==> src/rtl/if_fetch_unit_if.sv <==
`default_nettype none
// +----------------------------------------------------------------------+
// | if_fetch_unit_if : redirect, instruction-memory and ID-side buses     |
// | Rev 1.0 - initial release                                            |
// +----------------------------------------------------------------------+
interface if_fetch_unit_if #(
  parameter int XLEN = 32
);
  logic            pc_src;
  logic [1:0]      jump;
  logic [XLEN-1:0] branch_addr;
  logic [XLEN-1:0] jump_addr;

  logic            imem_req_valid;
  logic            imem_req_ready;
  logic [XLEN-1:0] imem_req_addr;
  logic            imem_rsp_valid;
  logic [XLEN-1:0] imem_rsp_data;

  logic            id_valid;
  logic            id_ready;
  logic [XLEN-1:0] id_inst;
  logic [XLEN-1:0] id_pc;
  logic [XLEN-1:0] id_pc4;

  modport master (
    input  pc_src, jump, branch_addr, jump_addr,
    input  imem_req_ready, imem_rsp_valid, imem_rsp_data, id_ready,
    output imem_req_valid, imem_req_addr,
    output id_valid, id_inst, id_pc, id_pc4
  );

  modport slave (
    output pc_src, jump, branch_addr, jump_addr,
    output imem_req_ready, imem_rsp_valid, imem_rsp_data, id_ready,
    input  imem_req_valid, imem_req_addr,
    input  id_valid, id_inst, id_pc, id_pc4
  );
endinterface
`default_nettype wire

==> src/rtl/if_fetch_unit.sv <==
`default_nettype none
// +----------------------------------------------------------------------+
// | if_fetch_unit : PC owner, pipelined imem requester, DEPTH-entry      |
// | fetch buffer feeding ID. Rev 1.0 - initial release                   |
// +----------------------------------------------------------------------+
module if_fetch_unit #(
  parameter int              XLEN         = 32,
  parameter int              DEPTH        = 4,
  parameter logic [XLEN-1:0] RESET_VECTOR = '0
) (
  input  logic            clk,
  input  logic            reset,
  if_fetch_unit_if.master bus
);
  localparam int            AW      = $clog2(DEPTH);
  localparam int            CW      = AW + 1;
  localparam logic [CW-1:0] C_DEPTH = CW'(DEPTH);

  logic [XLEN-1:0] pc_q, pc_d;
  logic [CW-1:0]   inflight_q, inflight_d;
  logic [CW-1:0]   drop_q, drop_d;
  logic [CW-1:0]   count_q, count_d;
  logic [AW-1:0]   tag_wr_q, tag_wr_d, tag_rd_q, tag_rd_d;
  logic [AW-1:0]   wr_q, wr_d, rd_q, rd_d;
  logic            run_q;

  logic [XLEN-1:0] tag_mem  [DEPTH];
  logic [XLEN-1:0] inst_mem [DEPTH];
  logic [XLEN-1:0] pcb_mem  [DEPTH];

  logic            w_jump, w_redirect, w_req_valid, w_accept;
  logic            w_rsp, w_push, w_pop, w_nonempty;
  logic [XLEN-1:0] w_sel, w_target, w_head_pc;
  logic [CW-1:0]   w_occupancy;

  assign w_jump     = (bus.jump == 2'b01) || (bus.jump == 2'b10);
  assign w_redirect = w_jump || bus.pc_src;
  assign w_sel      = w_jump ? bus.jump_addr : bus.branch_addr;
  assign w_target   = {w_sel[XLEN-1:2], 2'b00};

  // Credit: requests in flight plus buffered words can never exceed the buffer,
  // so every response that is not dropped is guaranteed a free slot.
  assign w_occupancy = inflight_q + count_q;
  assign w_req_valid = run_q && !w_redirect && (w_occupancy < C_DEPTH);
  assign w_accept    = w_req_valid && bus.imem_req_ready;
  assign w_rsp       = bus.imem_rsp_valid && (inflight_q != '0);
  assign w_push      = w_rsp && !w_redirect && (drop_q == '0);
  assign w_nonempty  = (count_q != '0);
  assign w_pop       = w_nonempty && !w_redirect && bus.id_ready;

  always_comb begin
    pc_d       = pc_q;
    count_d    = count_q;
    wr_d       = wr_q;
    rd_d       = rd_q;
    drop_d     = drop_q;
    inflight_d = inflight_q + CW'(w_accept) - CW'(w_rsp);
    tag_wr_d   = tag_wr_q + AW'(w_accept);
    tag_rd_d   = tag_rd_q + AW'(w_rsp);
    if (w_redirect) begin
      pc_d    = w_target;
      count_d = '0;
      rd_d    = wr_q;
      drop_d  = inflight_d;
    end else begin
      if (w_accept) begin
        pc_d = pc_q + XLEN'(4);
      end
      count_d = count_q + CW'(w_push) - CW'(w_pop);
      wr_d    = wr_q + AW'(w_push);
      rd_d    = rd_q + AW'(w_pop);
      drop_d  = drop_q - CW'(w_rsp && (drop_q != '0));
    end
  end

  always_ff @(posedge clk or negedge reset) begin
    if (!reset) begin
      pc_q       <= RESET_VECTOR;
      inflight_q <= '0;
      drop_q     <= '0;
      count_q    <= '0;
      tag_wr_q   <= '0;
      tag_rd_q   <= '0;
      wr_q       <= '0;
      rd_q       <= '0;
      run_q      <= 1'b0;
    end else begin
      pc_q       <= pc_d;
      inflight_q <= inflight_d;
      drop_q     <= drop_d;
      count_q    <= count_d;
      tag_wr_q   <= tag_wr_d;
      tag_rd_q   <= tag_rd_d;
      wr_q       <= wr_d;
      rd_q       <= rd_d;
      run_q      <= 1'b1;
    end
  end

  // The tag queue pairs each in-order response with the PC it was fetched from.
  always_ff @(posedge clk) begin
    if (w_accept) begin
      tag_mem[tag_wr_q] <= pc_q;
    end
    if (w_push) begin
      inst_mem[wr_q] <= bus.imem_rsp_data;
      pcb_mem[wr_q]  <= tag_mem[tag_rd_q];
    end
  end

  assign w_head_pc          = w_nonempty ? pcb_mem[rd_q] : '0;
  assign bus.imem_req_valid = w_req_valid;
  assign bus.imem_req_addr  = pc_q;
  assign bus.id_valid       = w_nonempty && !w_redirect;
  assign bus.id_inst        = w_nonempty ? inst_mem[rd_q] : '0;
  assign bus.id_pc          = w_head_pc;
  assign bus.id_pc4         = w_nonempty ? (w_head_pc + XLEN'(4)) : '0;
endmodule
`default_nettype wire

==> src/flat_wrapper.sv <==
// flat-port wrapper written by rule: the top's interface ports become plain ports
module if_fetch_unit_flat 
#(
  parameter int              XLEN         = 32,
  parameter int              DEPTH        = 4,
  parameter logic [XLEN-1:0] RESET_VECTOR = '0
)
  (clk, reset, bus_pc_src, bus_jump, bus_branch_addr, bus_jump_addr, bus_imem_req_ready, bus_imem_rsp_valid, bus_imem_rsp_data, bus_id_ready, bus_imem_req_valid, bus_imem_req_addr, bus_id_valid, bus_id_inst, bus_id_pc, bus_id_pc4);
  if_fetch_unit_if #(.XLEN(XLEN)) bus_i ();
  input  logic clk;
  input  logic reset;
  input wire logic [$bits(bus_i.pc_src)-1:0] bus_pc_src;
  input wire logic [$bits(bus_i.jump)-1:0] bus_jump;
  input wire logic [$bits(bus_i.branch_addr)-1:0] bus_branch_addr;
  input wire logic [$bits(bus_i.jump_addr)-1:0] bus_jump_addr;
  input wire logic [$bits(bus_i.imem_req_ready)-1:0] bus_imem_req_ready;
  input wire logic [$bits(bus_i.imem_rsp_valid)-1:0] bus_imem_rsp_valid;
  input wire logic [$bits(bus_i.imem_rsp_data)-1:0] bus_imem_rsp_data;
  input wire logic [$bits(bus_i.id_ready)-1:0] bus_id_ready;
  output wire logic [$bits(bus_i.imem_req_valid)-1:0] bus_imem_req_valid;
  output wire logic [$bits(bus_i.imem_req_addr)-1:0] bus_imem_req_addr;
  output wire logic [$bits(bus_i.id_valid)-1:0] bus_id_valid;
  output wire logic [$bits(bus_i.id_inst)-1:0] bus_id_inst;
  output wire logic [$bits(bus_i.id_pc)-1:0] bus_id_pc;
  output wire logic [$bits(bus_i.id_pc4)-1:0] bus_id_pc4;
  assign bus_i.pc_src = bus_pc_src;
  assign bus_i.jump = bus_jump;
  assign bus_i.branch_addr = bus_branch_addr;
  assign bus_i.jump_addr = bus_jump_addr;
  assign bus_i.imem_req_ready = bus_imem_req_ready;
  assign bus_i.imem_rsp_valid = bus_imem_rsp_valid;
  assign bus_i.imem_rsp_data = bus_imem_rsp_data;
  assign bus_i.id_ready = bus_id_ready;
  assign bus_imem_req_valid = bus_i.imem_req_valid;
  assign bus_imem_req_addr = bus_i.imem_req_addr;
  assign bus_id_valid = bus_i.id_valid;
  assign bus_id_inst = bus_i.id_inst;
  assign bus_id_pc = bus_i.id_pc;
  assign bus_id_pc4 = bus_i.id_pc4;
  if_fetch_unit #(.XLEN(XLEN), .DEPTH(DEPTH), .RESET_VECTOR(RESET_VECTOR)) u_core (.clk(clk), .reset(reset), .bus(bus_i));
endmodule
==> config.mk <==
export PLATFORM = sky130hd
export DESIGN_NAME = if_fetch_unit_flat
export DESIGN_NICKNAME = d
export VERILOG_FILES = /design/src/rtl/if_fetch_unit_if.sv /design/src/rtl/if_fetch_unit.sv /design/src/flat_wrapper.sv
export SDC_FILE = /design/constraint.sdc
export NUM_CORES = 1
export LEC_CHECK = 0
export BUFFER_PORTS_ARGS = -buffer_cell sky130_fd_sc_hd__buf_2
export CORE_MARGIN = 2
export CORE_UTILIZATION = 30
export CTS_CLUSTER_DIAMETER = 30
export CTS_CLUSTER_SIZE = 40
export DETAILED_ROUTE_END_ITERATION = 6
export PLACE_DENSITY = 0.59
export SLEW_MARGIN = 20
export SYNTH_ARGS = -nofsm -noshare
export SYNTH_HDL_FRONTEND = slang
export SYNTH_SLANG_ARGS = --single-unit
==> constraint.sdc <==
create_clock -name clk -period 11.9 [get_ports clk]
set_input_delay 2.38 -clock clk [delete_from_list [all_inputs] [get_ports clk]]
set_output_delay 2.38 -clock clk [all_outputs]
set_load 0.005 [all_outputs]
After elaboration in Yosys (flattened, before gate mapping)
Memories as Yosys holds them, arrays and structs flattened.
Index checks and enable logic that the tools add are counted.
Widths: inputs -> output; s select.
{ "word_totals": {"mem_bits_ro": 0, "ff_bits": 50, "ramBits": 384, "elab_cells": 57, "n_memories": 3, "output_inout_bits": 130, "latch_bits": 0, "in_bits": 104} }
{ "op_classes": {"bitwise_logic": 0, "reduce_logical": 17, "magnitude_cmp": 1, "add_sub_neg": 12, "muxes": 13, "shifts": 0, "n_div": 0, "n_eq_ne": 2, "n_mul": 0} }
{ "memory_table": {"columns": ["name", "words", "word_bits", "read_ports", "rd_clocked_by_memory_dff", "write_ports", "line_no", "source"], "rows": [
  ["u_core.inst_mem", 4, 32, 1, 0, 1, "if_fetch_unit.sv:28", "logic [XLEN-1:0] inst_mem [DEPTH];"],
  ["u_core.pcb_mem", 4, 32, 1, 0, 1, "if_fetch_unit.sv:29", "logic [XLEN-1:0] pcb_mem [DEPTH];"],
  ["u_core.tag_mem", 4, 32, 1, 0, 1, "if_fetch_unit.sv:27", "logic [XLEN-1:0] tag_mem [DEPTH];"]
]} }
{ "op_table": {"columns": ["cell", "count"], "rows": [
  ["$mux 32", 6],
  ["$add 32x3->32 const B", 2],
  ["$logic_and 1x1->1", 9],
  ["$reduce_bool 3->1", 3],
  ["$sub 3x1->3", 3],
  ["$add 2x1->2", 4],
  ["$add 3x1->3", 2],
  ["$mux 3", 2],
  ["$mux 1", 4],
  ["$add 3x3->3", 1],
  ["$logic_not 3->1", 1],
  ["$lt 3x3->1 const B", 1],
  ["$eq 2x1->1 const B", 1],
  ["$eq 2x2->1 const B", 1],
  ["$logic_or 1x1->1", 2],
  ["$mux 2", 1],
  ["$reduce_bool 2->1", 1],
  ["$logic_not 1->1", 1]
]} }

Longest topological paths before layout
{ "logic_depth": {"word_depth": 10, "depth_mapped": 12, "depth_no_buf": 12} }

Least setup slack after synthesis
No wires, ideal clock.
{ "synth_timing": {"path_type": "input -> register", "from": "in bus_jump[0]", "to": "mem u_core.inst_mem[1][0] (enable)", "cell_stages": 4, "t_required_ns": 11.329, "setup_ns": 0.571, "t_arrival_ns": 7.634, "path_slack_ns": 3.695, "n_path_buf": 0, "cell_sequence": "xor2_1 -> nor2_1 -> nand3_1 -> nor3b_1"} }
{ "synth_between": {"elab_chain_cells": 8, "word_cells_on_any_way": 9, "classes_between": "2 x eq/ne; 2 x mux; 5 x reduce/logical"} }
{ "synth_lines": {"columns": ["item", "line_no", "source"], "rows": [
  ["from (decl)", "flat_wrapper.sv:13", "input wire logic [$bits(bus_i.jump)-1:0] bus_jump;"],
  ["$eq 2x1->1 / $eq 2x2->1 (equally long branches)", "if_fetch_unit.sv:36", "assign w_jump = (bus.jump == 2'b01) || (bus.jump == 2'b10);"],
  ["$logic_or 1x1->1 (*)", "if_fetch_unit.sv:36", null],
  ["$logic_or 1x1->1 (*)", "if_fetch_unit.sv:37", "assign w_redirect = w_jump || bus.pc_src;"],
  ["$logic_not 1->1 (*)", "if_fetch_unit.sv:47", "assign w_push = w_rsp && !w_redirect && (drop_q == '0);"],
  ["$logic_and 1x1->1 (*) (2 in series)", "if_fetch_unit.sv:47", null],
  ["$mux 1 (*)", "if_fetch_unit.sv:105", "if (w_push) begin"],
  ["$mux 1 (implied by the code) (*)", "if_fetch_unit.sv:106", "inst_mem[wr_q] <= bus.imem_rsp_data;"],
  ["to (decl)", "if_fetch_unit.sv:28", null]
]} }
Every way passes the cells marked *; elsewhere a longest branch is shown, timed or not.

Worst setup path in the final report
{ "layout_timing": {"from": "reg u_core.rd_q[0]", "to": "out bus_id_pc4[31]"} }
{ "layout_between": {"elab_chain_cells": 4} }
{ "layout_lines": {"columns": ["item", "line_no", "source"], "rows": [
  ["from (decl)", "if_fetch_unit.sv:24", "logic [AW-1:0] wr_q, wr_d, rd_q, rd_d;"],
  ["from (signal assigned)", "if_fetch_unit.sv:95", "rd_q <= rd_d;"],
  ["$mem_v2 4x32", null, null],
  ["$mux 32", "if_fetch_unit.sv:111", "assign w_head_pc = w_nonempty ? pcb_mem[rd_q] : '0;"],
  ["$add 32x3->32", "if_fetch_unit.sv:117", "assign bus.id_pc4 = w_nonempty ? (w_head_pc + XLEN'(4)) : '0;"],
  ["$mux 32", "if_fetch_unit.sv:117", null],
  ["to (decl)", "flat_wrapper.sv:25", "output wire logic [$bits(bus_i.id_pc4)-1:0] bus_id_pc4;"]
]} }
No other way between the ends.

==> results.json <==
{
  "worstPathArrival_ns": 4.82,
  "r2r-end": "u_core.tag_mem[1][20]",
  "final_antenna_net_count": 0,
  "grt_pass1_wl_um": 65270,
  "clockRootBuffer": "clkbuf_16",
  "end_kind": "primary output",
  "fillerInstances": 5466,
  "relSlewSlack_pct": 30.75,
  "worstMarginPinSlew_ns": 1.039,
  "start_kind": "register",
  "synthFlopType": "edfxtp_1",
  "fin_crit_sh_pct": 60.53,
  "seq_area_frac_synth_pct": 68.89,
  "synth_top_area_share_pct": 62.14,
  "drt_iter0_drc": 793,
  "dp_hpwl_um": 27420,
  "ios": 234,
  "drt-wirelength-per-cell_um": 19.77,
  "synth_largest_area_cell": "edfxtp_1",
  "reg2reg_from": "u_core.count_q[1]",
  "chipHeight_um": 247.5,
  "crit_path_max_fanout": 37,
  "cts_buffers": 81,
  "rows": 89,
  "synthMostInstantiatedCell": "edfxtp_1",
  "path_clk_slew_ns": 0.05,
  "final_util_pct": 38.27,
  "drv_cap": 0,
  "cts_setup_buffers": 0,
  "cp.required_ns": 9.52,
  "cp_top_family": "simple AND/OR/NAND/NOR gates",
  "rrSetupSlack_ns": 8.37,
  "cpPeakStageDelay_ns": 0.80,
  "final.setup_skew_ns": 0.02375,
  "setup_violations": 0,
  "worst_slack_ns": 4.697,
  "first_pass_iters": 5,
  "synthTopCellsByCount": "edfxtp_1, mux4_2, and2_1, nand2_1, dfrtp_1",
  "period_needed_ns": 7.203,
  "cts_sinks": 416,
  "ctsHtreeMaxLevel": 3,
  "vdd_drop_max_v": 0.00009745,
  "clk_path_buf_depth": 3,
  "hold_slack_ns": 0.5876,
  "area_growth_pct": 26.54,
  "power_uw": 4655,
  "pre_cts_ws_ns": 5.244,
  "max_freq_mhz": 138.8,
  "fin_setup_tns_ns": 0,
  "synth-edff-count": 368,
  "netlist_area_um2": 17780,
  "ys_warn_count": 0,
  "async_flop_share_pct": 11.54,
  "clk_latency_ns": 0.60,
  "min-delay-start": "u_core.drop_q[2]",
  "timing.critical_path.buf_inv": 2,
  "fin_nets": 1455,
  "grt_max_degree": 63,
  "place_congestion": 0.8003,
  "dieWidth_um": 247.5,
  "slew_violations": 0,
  "vias": 10719,
  "core_um2": 58800,
  "hold_violations": 0,
  "track_usage_pct": 14.17,
  "rsz0062_at_grt": "false",
  "worstHoldPathType": "register to register",
  "antenna_found_initial": 1,
  "cts-resized-gates": 0,
  "crit_type": "register to primary output",
  "p_leak_uw": 0.008029,
  "synthTopCellsByArea": "edfxtp_1, mux4_2, dfrtp_1",
  "via_per_inst": 4.910,
  "status": "complete, no violations",
  "grt_overflow": 0,
  "finalWirelength_um": 43150,
  "power_density_nw_per_um2": 206.9,
  "initial_core_util_pct": 30.25,
  "postSynthAreaPerCell_um2": 16.65,
  "drive_above_1_share_pct": 35.56,
  "drc": 0,
  "portBuffers": 223,
  "holdPathEnd": "u_core.drop_q[2]",
  "die-area_um2": 61240,
  "crit_slowest_cell": "dfrtp_4",
  "rr_worst_depth": 9,
  "cts_tree": "done",
  "ctsHoldBuffers": 0,
  "ys_ff_latch": 416,
  "netlist_instances": 1068,
  "grt_pass1_vias": 10959,
  "whs_path_depth": 2,
  "cp_cell_sequence": "buf_4 > mux4_1 > and3_1 > nand4_1 > nor4_1 > mux2_2 > buf_2",
  "ys_types": 61
}
-- where the power goes --
| part | switching (uW) | internal [uW] | leakage, uW |
|---|---|---|---|
| clock network | 752 | 1420 | 0.00128 |
| logic | 326 | 292 | 0.00285 |
| registers | 131 | 1730 | 0.00390 |
-- stage by stage --
| stage | cells | instance area (um^2) |
|---|---|---|
| after floorplan | 1073 | 17800 |
| after global placement | 2028 | 19800 |
| after detailed placement | 2028 | 19800 |
| after CTS | 2179 | 22490 |
| after global routing | 2179 | 22490 |
| final | 2183 | 22500 |
-- cells in the final DEF (no fill, tap or decap), types with 20 or more instances in the layout --
cell and count:
dfrtp_1 44, buf_4 20, and2_1 68, a21oi_1 36
xnor2_1 20, edfxtp_1 368, mux4_2 90, inv_1 22
o21ai_0 28, nor2_1 37, buf_2 223, nand2_1 59
clkbuf_16 82, nand3_1 24
-- cells by family after synthesis --
family / after synthesis / synth area share [%]
buf+inv: 83 / 2.139
mux: 108 / 12.85
fa+ha+maj: 13 / 0.9991
xor+xnor: 31 / 1.527
flops: 416 / 68.89
other cells: 2 / 0.04223
compound gates: 111 / 3.926
simple gates: 304 / 9.618
-- how the worst max path moves through the flow --
stage,endpoint,cells past startpoint,from
after floorplan,u_core.inst_mem[1][0],4,bus_jump[0]
after global placement,bus_id_pc4[29],7,u_core.rd_q[0]
final,bus_id_pc4[31],7,u_core.rd_q[0]
after detailed placement,bus_id_pc4[31],7,u_core.rd_q[0]
after global routing,bus_id_pc4[31],7,u_core.rd_q[0]
after CTS,bus_id_pc4[31],7,u_core.rd_q[0]
-- routing by layer --
layer | GRT usage, % | vias to the layer above | wire [um]
met5 | 0 | - | 13
met4 | 4.192 | 2 | 668
met3 | 3.839 | 61 | 3748
met2 | 21.74 | 466 | 19600
met1 | 19.67 | 5380 | 19120
li1 | - | 4810 | -
-- worst min-delay path, cell delays in order (launching register included) --
cell,delay [ns]
dfrtp_1,0.36
xnor2_1,0.13
a21oi_1,0.06
-- registers in the layout (all words and copies together), names as in the netlist, 3 cells and up --
name                      count
u_core.bus.imem_req_addr     30
u_core.inst_mem             128
u_core.drop_q                 3
u_core.pcb_mem              120
u_core.count_q                3
u_core.inflight_q             3
u_core.tag_mem              120
-- layout make-up --
| cell class | instances | area, um^2 | area share, % |
|---|---|---|---|
| antenna | 4 | 10.01 | 0.04448 |
| timing repair buffer | 243 | 1266 | 5.627 |
| clock inverter | 65 | 621.8 | 2.763 |
| sequential | 416 | 12260 | 54.48 |
| tap | 773 | 967.2 | 4.298 |
| clock buffer | 86 | 2067 | 9.185 |
| multi-input combinational | 574 | 5229 | 23.24 |
| inverter | 22 | 82.58 | 0.3670 |
Note: power is estimated with default switching activity, not from simulation.
